--- config.mk ---
export PLATFORM = sky130hd
export DESIGN_NAME = regfile_mp
export DESIGN_NICKNAME = d
export VERILOG_FILES = /design/src/rtl/regfile_mp.sv
export SDC_FILE = /design/constraint.sdc
export NUM_CORES = 2
export LEC_CHECK = 0
export ABC_CLOCK_PERIOD_IN_PS = 8750
export BUFFER_PORTS_ARGS = -buffer_cell sky130_fd_sc_hd__buf_4
export CORE_MARGIN = 2
export CORE_UTILIZATION = 49
export DETAILED_ROUTE_END_ITERATION = 7
export PLACE_DENSITY_LB_ADDON = 0.3
export SLEW_MARGIN = 20
export SYNTH_ARGS = -nofsm -noshare
export SYNTH_HDL_FRONTEND = slang
export SYNTH_SLANG_ARGS = --single-unit
export TNS_END_PERCENT = 5
--- constraint.sdc ---
create_clock -name clk -period 8.75 [get_ports clk]
set_input_delay 2.625 -clock clk [delete_from_list [all_inputs] [get_ports clk]]
set_output_delay 2.625 -clock clk [all_outputs]
set_load 0.03 [all_outputs]
--- src/rtl/regfile_mp.sv ---
// rtl/regfile_mp.sv - multi-read-port register file with sequenced clear
//
// Purpose: DEPTH x DWIDTH register file with NRD registered read ports and one
// write port. Register 0 always reads as zero and is never stored. Reset starts
// a clear sequence that writes zero to one entry per cycle, with busy asserted.
// This means the storage needs no reset and can map onto RAM.
//
// Optional feature macro: REGFILE_BYPASS_EN
//   defined   - write-first: a same-cycle read of the address being written returns wd
//   undefined - read-first: that read returns the old contents
//
// Ports:
//   clk       rising-edge clock
//   rst       synchronous, active-high reset; starts the clear sequence
//   re        per-port read enable                     [NRD]
//   ra        packed read addresses, port i at [i*AWIDTH +: AWIDTH]
//   rd        packed read data, port i at [i*DWIDTH +: DWIDTH]
//   rd_valid  per-port: rd slice was updated by the last edge
//   we/wa/wd  write enable, address, data
//   busy      clear sequence in progress; reads and writes are ignored
module regfile_mp #(
   parameter int AWIDTH = 6,
   parameter int DWIDTH = 32,
   parameter int NRD    = 2
) (
   input  logic                   clk,
   input  logic                   rst,
   input  logic [NRD-1:0]         re,
   input  logic [NRD*AWIDTH-1:0]  ra,
   output logic [NRD*DWIDTH-1:0]  rd,
   output logic [NRD-1:0]         rd_valid,
   input  logic                   we,
   input  logic [AWIDTH-1:0]      wa,
   input  logic [DWIDTH-1:0]      wd,
   output logic                   busy
);
   localparam int DEPTH = 2**AWIDTH;

   typedef enum logic {CLEAR, RUN} state_t;

   state_t              state;
   logic [AWIDTH-1:0]   clr_cnt;
   logic [DWIDTH-1:0]   mem [DEPTH];

   logic                run_write;
   logic                mem_we;
   logic [AWIDTH-1:0]   mem_wa;
   logic [DWIDTH-1:0]   mem_wd;
   logic [NRD*DWIDTH-1:0] rd_next;

   // Writes to entry 0 are dropped, so mem[0] is never stored and never read.
   assign run_write = (state == RUN) && we && (wa != '0);

   // The clear sequence and the functional write share the single write port.
   always_comb begin
      mem_we = 1'b0;
      mem_wa = wa;
      mem_wd = wd;
      if (!rst) begin
         if (state == CLEAR) begin
            mem_we = 1'b1;
            mem_wa = clr_cnt;
            mem_wd = '0;
         end else if (run_write) begin
            mem_we = 1'b1;
         end
      end
   end

   always_ff @(posedge clk) begin
      if (mem_we) mem[mem_wa] <= mem_wd;
   end

   always_comb begin
      rd_next = '0;
      for (int i = 0; i < NRD; i++) begin
         if (ra[i*AWIDTH +: AWIDTH] == '0) begin
            rd_next[i*DWIDTH +: DWIDTH] = '0;
`ifdef REGFILE_BYPASS_EN
         end else if (run_write && (ra[i*AWIDTH +: AWIDTH] == wa)) begin
            rd_next[i*DWIDTH +: DWIDTH] = wd;
`endif
         end else begin
            rd_next[i*DWIDTH +: DWIDTH] = mem[ra[i*AWIDTH +: AWIDTH]];
         end
      end
   end

   // Clear covers entries 1..DEPTH-1 only, so it takes DEPTH-1 cycles.
   always_ff @(posedge clk) begin
      if (rst) begin
         state    <= CLEAR;
         clr_cnt  <= AWIDTH'(1);
         busy     <= 1'b1;
         rd       <= '0;
         rd_valid <= '0;
      end else if (state == CLEAR) begin
         rd_valid <= '0;
         clr_cnt  <= clr_cnt + AWIDTH'(1);
         if (clr_cnt == AWIDTH'(DEPTH-1)) begin
            state <= RUN;
            busy  <= 1'b0;
         end
      end else begin
         for (int i = 0; i < NRD; i++) begin
            if (re[i]) rd[i*DWIDTH +: DWIDTH] <= rd_next[i*DWIDTH +: DWIDTH];
         end
         rd_valid <= re;
      end
   end
endmodule

Word-level counts from Yosys, hierarchy flattened
Memory sizes are Yosys's and may differ from the RTL's.
Cells that the tools add are included.
- flip-flop bits (word level): 74
- bits in latches: 0
- RAM bits: 2048
- bits in read-only memories: 0
- bits of input ports: 55
- output and inout bits: 67
- memories kept: 1
- memories (memory ; depth ; bits a word ; rd ports ; clocked after memory_dff ; wr ports ; line ; text):
    mem ; 64 ; 32 ; 2 ; 0 ; 1 ; 43 ; logic [DWIDTH-1:0] mem [DEPTH];
- $add $sub $neg: 1
- multiply operators: 0
- div/mod/pow operators: 0
- $lt $le $gt $ge: 0
- equality and inequality tests: 1
- shifts and indexed selects: 0
- muxes and demuxes: 13
- bitwise logic cells: 1
- reductions and logical operators: 9
- operators with widths (kind ; count):
    two-way mux 32 bit ; 4
    logical NOT 6 bit ; 2
    two-way mux 6 bit ; 2
    two-way mux 1 bit ; 7
    adder 6 x 1 -> 6 bit (second input constant) ; 1
    == test 6 bit (second input constant) ; 1
    AND reduction 2 bit ; 3
    nonzero test 6 bit ; 1
    logical AND 1 bit ; 2
    OR reduction 2 bit ; 1
    inverter 1 bit ; 1

Longest topological paths before layout
- depth after elaboration: 7
- depth in mapped cells: 10
- mapped depth without buffers: 6

Least setup slack after synthesis
Ideal clock, no wire load.
- kind: input port to flip-flop
- from: input rst
- to: memory mem[33][0], enable pin
- library setup time: 0.421 ns
- arrival time: 5.308 ns
- path slack: 3.021 ns
- cell stages on the path: 6
- path buffers: 2
- path through: or2_2 -> clkbuf_1 -> clkbuf_1 -> mux2i_1 -> nand4b_1 -> nor2_1
- cells in the longest elaborated chain, start to end: 3
- ends and longest elaborated chain (element ; line ; text):
    start: declaration ; 27 ; input logic rst,
    two-way mux 1 bit ; 59 ; if (!rst) begin
    two-way mux 1 bit ; 71 ; if (mem_we) mem[mem_wa] <= mem_wd;
    two-way mux 1 bit (implied by the code) ; 71 ;
    end: declaration ; 43 ;
Parallel ways exist; a longest one is shown, timed or not.

Worst setup path after layout
- from: input rst
- to: memory mem[5][5], enable pin
The elaborated chain is that of the path after synthesis.

==> results.sh <==
export IMPL_initial_core_util_pct=49.24
export IMPL_grt_ovfl_total=0
export IMPL_clock_latency_ns=0.88
export IMPL_seqPwrFrac_pct=50.8
export IMPL_grt_max_degree=135
export IMPL_path_clk_slew_ns=0.06
export IMPL_hold_viol=0
export IMPL_grt_pass1_wl_um=439800
export IMPL_drive_above_1_share_pct=32.56
export IMPL_die_w_um=449.2
export IMPL_violations="DRC"
export IMPL_start_kind="input port"
export IMPL_grt_pass1_vias=56620
export IMPL_crit_chain="buf_4, or2_2, buf_4, mux2i_1, nand3_1, nor2_4, buf_4"
export IMPL_cp_top_family="simple AND/OR/NAND/NOR gates"
export IMPL_ys_seq_area_share_pct=64.86
export IMPL_p_int_mw=17.02
export IMPL_ant_nets=0
export IMPL_setup_violations=0
export IMPL_comb_power_share_pct=7.5
export IMPL_rsz0062_at_grt="false"
export IMPL_synth_area_per_cell_um2=19.17
export IMPL_wl_per_cell_um=39.26
export IMPL_yosysTopAreaCellShare_pct=63.34
export IMPL_gp_congestion=0.9492
export IMPL_slew_headroom_pct=16.43
export IMPL_timing_rr_end="mem[5][5]"
export IMPL_clockBufferDepth=3
export IMPL_synth_fp_nets=5120
export IMPL_nNetsFinal=5258
export IMPL_worst_pin_slew_ns=1.243
export IMPL_fmax_mhz=161.4
export IMPL_hold_buffers=0
export IMPL_rows=163
export IMPL_cts_resized_gates=0
export IMPL_powerDensity_mw_per_mm2=203.1
export IMPL_yosys_warnings=0
export IMPL_core_mm2=0.1972
export IMPL_endpoint_kind="flip-flop"
export IMPL_drtIter0Drc=9624
export IMPL_p_leak_nw=34.79
export IMPL_cap_violations=0
export IMPL_dp_hpwl_um=193800
export IMPL_synth_main_ff_cell="edfxtp_1"
export IMPL_hold_path_depth=2
export IMPL_rrSetupSlack_ns=3.77
export IMPL_ir_worst_vdd_v=0.0001763
export IMPL_p_clk_share_pct=41.6
export IMPL_synth_area_top_cells="edfxtp_1 (63%), mux4_2 (20%), mux2i_1 (3.1%)"
export IMPL_synth_edf_count=2048
export IMPL_ys_seq_elements=2122
export IMPL_period_share_pct=70.81
export IMPL_hold_start="busy"
export IMPL_ff2ff_path_depth=6
export IMPL_drc=1
export IMPL_vias_per_cell=7.106
export IMPL_cp_slowest_cell="nand3_1"
export IMPL_worstPathArrival_ns=6.73
export IMPL_ys_async_sr_fraction_pct=0
export IMPL_status="finished, violations left"
export IMPL_fin_skew_ns=0.05247
export IMPL_r2r_start="state"
export IMPL_cts_max_level=4
export IMPL_power_switching_mw=5.063
export IMPL_area_delta_synth_final_pct=11.98
export IMPL_setup_slack_ns=2.554
export IMPL_cts_buffers=212
export IMPL_fillCellCount=14920
export IMPL_worst_path_buf_inv=3
export IMPL_synthDistinctLibCells=69
export IMPL_antenna_found_initial=28
export IMPL_io_buffers=121
export IMPL_grt_usage_pct=31.12
export IMPL_tns_ns=0
export IMPL_worst_setup_path_type="input port to flip-flop"
export IMPL_cts_root_buf="clkbuf_16"
export IMPL_syn_inst=5064
export IMPL_max_stage_delay_ns=1.01
export IMPL_min_to="busy"
export IMPL_period_needed_ns=6.196
export IMPL_netlist_area_mm2=0.09710
export IMPL_synth_top_cell_by_area="edfxtp_1"
export IMPL_routed_wl_um=316100
export IMPL_clock_sinks=2122
export IMPL_io_pins=122
export IMPL_die_area_mm2=0.2017
export IMPL_critPathMostFrequentCell="buf_4"
export IMPL_cts_setup_buffers=0
export IMPL_crit_fanout=24
export IMPL_slew_viol_final=0
export IMPL_hp_class="flip-flop to flip-flop"
export IMPL_tritoncts="done"
export IMPL_dp_worst_setup_slack_ns=1.963
export IMPL_switching_share_pct=22.93
export IMPL_drt_pass1_iter_count=8
export IMPL_worstPathRequired_ns=9.28
export IMPL_die_height_um=449.2
export IMPL_dr_total_vias=57210
how the worst max path moves through the flow:
stage / slack, ns / end / cells past startpoint / start
after global placement: 1.99 / mem[55][18] / 7 / rst
after floorplan: 3.02 / mem[33][0] / 6 / rst
after detailed placement: 1.96 / mem[53][16] / 7 / rst
after CTS: 2.86 / mem[53][17] / 7 / rst
final: 2.55 / mem[5][5] / 7 / rst
after global routing: 2.57 / mem[5][5] / 7 / rst
routing by layer:
| metal | vias up | part of all wire [%] | track usage [%] |
|---|---|---|---|
| met1 | 29960 | 35 | 41.23 |
| met5 | - | 0.025 | 0 |
| li1 | 22170 | - | - |
| met4 | 12 | 6.9 | 18.17 |
| met2 | 4268 | 44 | 44.76 |
| met3 | 803 | 14 | 10.76 |
cell families (layout without fill, tap and decap cells):
| family | count (synthesis) | in the layout | synth area share [%] |
|---|---|---|---|
| flip-flops | 2122 | 2122 | 64.86 |
| AND/OR/NAND/NOR | 474 | 474 | 2.468 |
| multiplexers | 1244 | 1244 | 24.14 |
| AO/OA/AOI/OAI | 810 | 810 | 6.179 |
| XOR/XNOR | 4 | 4 | 0.03609 |
| other | 0 | 24 | 0 |
| adder cells (fa/ha/maj) | 1 | 1 | 0.01288 |
| buffers and inverters | 409 | 732 | 2.304 |
cells in the mapped netlist (4+ instances only):
library cell	count
a32oi_1	8
nand3_1	45
nor2b_1	56
mux2_2	71
a22o_1	80
a311oi_1	11
a221oi_1	34
a221o_1	10
mux2i_1	302
nor3_1	8
clkbuf_1	132
a221oi_2	20
buf_1	26
buf_6	41
or3_1	7
nand4_1	13
edfxtp_1	2048
and3_1	11
a211oi_1	67
buf_2	162
o211ai_1	16
o21ai_1	25
o21ai_0	52
buf_4	39
nand2b_1	11
a2111oi_0	12
buf_8	4
dfxtp_1	74
o22ai_1	73
o31ai_1	32
or2_1	4
a21oi_1	77
mux4_2	871
nand3b_1	11
or2_2	6
nand2_1	129
nor2_1	109
and2_1	38
a211o_1	21
a22oi_1	263
power groups by stage:
stage | Combinational (mW) | Clock (mW) | Sequential, mW
2_1_floorplan | 1.05 | 0 | 11.4
3_3_place_gp | 1.60 | 0 | 11.4
3_5_place_dp | 1.62 | 0 | 11.4
4_1_cts | 1.62 | 9.24 | 11.2
5_1_grt | 1.71 | 9.63 | 11.2
6_report | 1.66 | 9.20 | 11.2
state kept, by name, summed over array words and instances, names as in the netlist:
| name | count |
|---|---|
| busy | 1 |
| rd | 64 |
| rd_valid | 2 |
| mem | 2048 |
| state | 1 |
| clr_cnt | 6 |
layout make-up:
cell class | instances | area (µm²) | area share (%)
antenna | 24 | 60.06 | 0.05523
inverter | 5 | 21.27 | 0.01956
multi-input combinational | 2533 | 32630 | 30.01
sequential | 2122 | 62980 | 57.92
clock inverter | 124 | 1292 | 1.189
clock buffer | 275 | 5704 | 5.246
tap | 2640 | 3303 | 3.038
timing repair buffer | 328 | 2743 | 2.522
worst register-to-register path, cell delays in order (launching register included):
cell     delay (ns)
dfxtp_1        0.66
or2_2          0.38
buf_4          0.31
mux2i_1        0.82
nand3_1        1.01
nor2_4         1.01
buf_4          0.44
cells in the final DEF (no fill, tap or decap), types with 41 or more instances in the layout:
master and count:
a211oi_1 65, a21oi_1 75, a22o_1 80, a22oi_1 263, buf_4 303, clkbuf_1 49, clkbuf_16 214, clkinv_2 41
dfxtp_1 74, edfxtp_1 2048, mux2_2 71, mux2i_1 302, mux4_2 871, nand2_1 128, nand3_1 44, nor2_4 68
nor2b_1 46, o21ai_0 46, o22ai_1 73
metrics by stage:
step	cell area [µm²]	util, %	std cells	total power, mW	hold slack (ns)
3_5_place_dp	101600	51.54	7627	13.06	0.4855
5_1_grt	108700	55.12	8040	22.57	0.5229
3_3_place_gp	101600	51.49	7623	13.04	0.4628
4_1_cts	108600	55.09	8026	22.09	0.4936
2_1_floorplan	97100	-	5064	12.48	0.4706
6_report	108700	55.13	8051	22.08	0.5041
(Power assumes the default switching activity.)
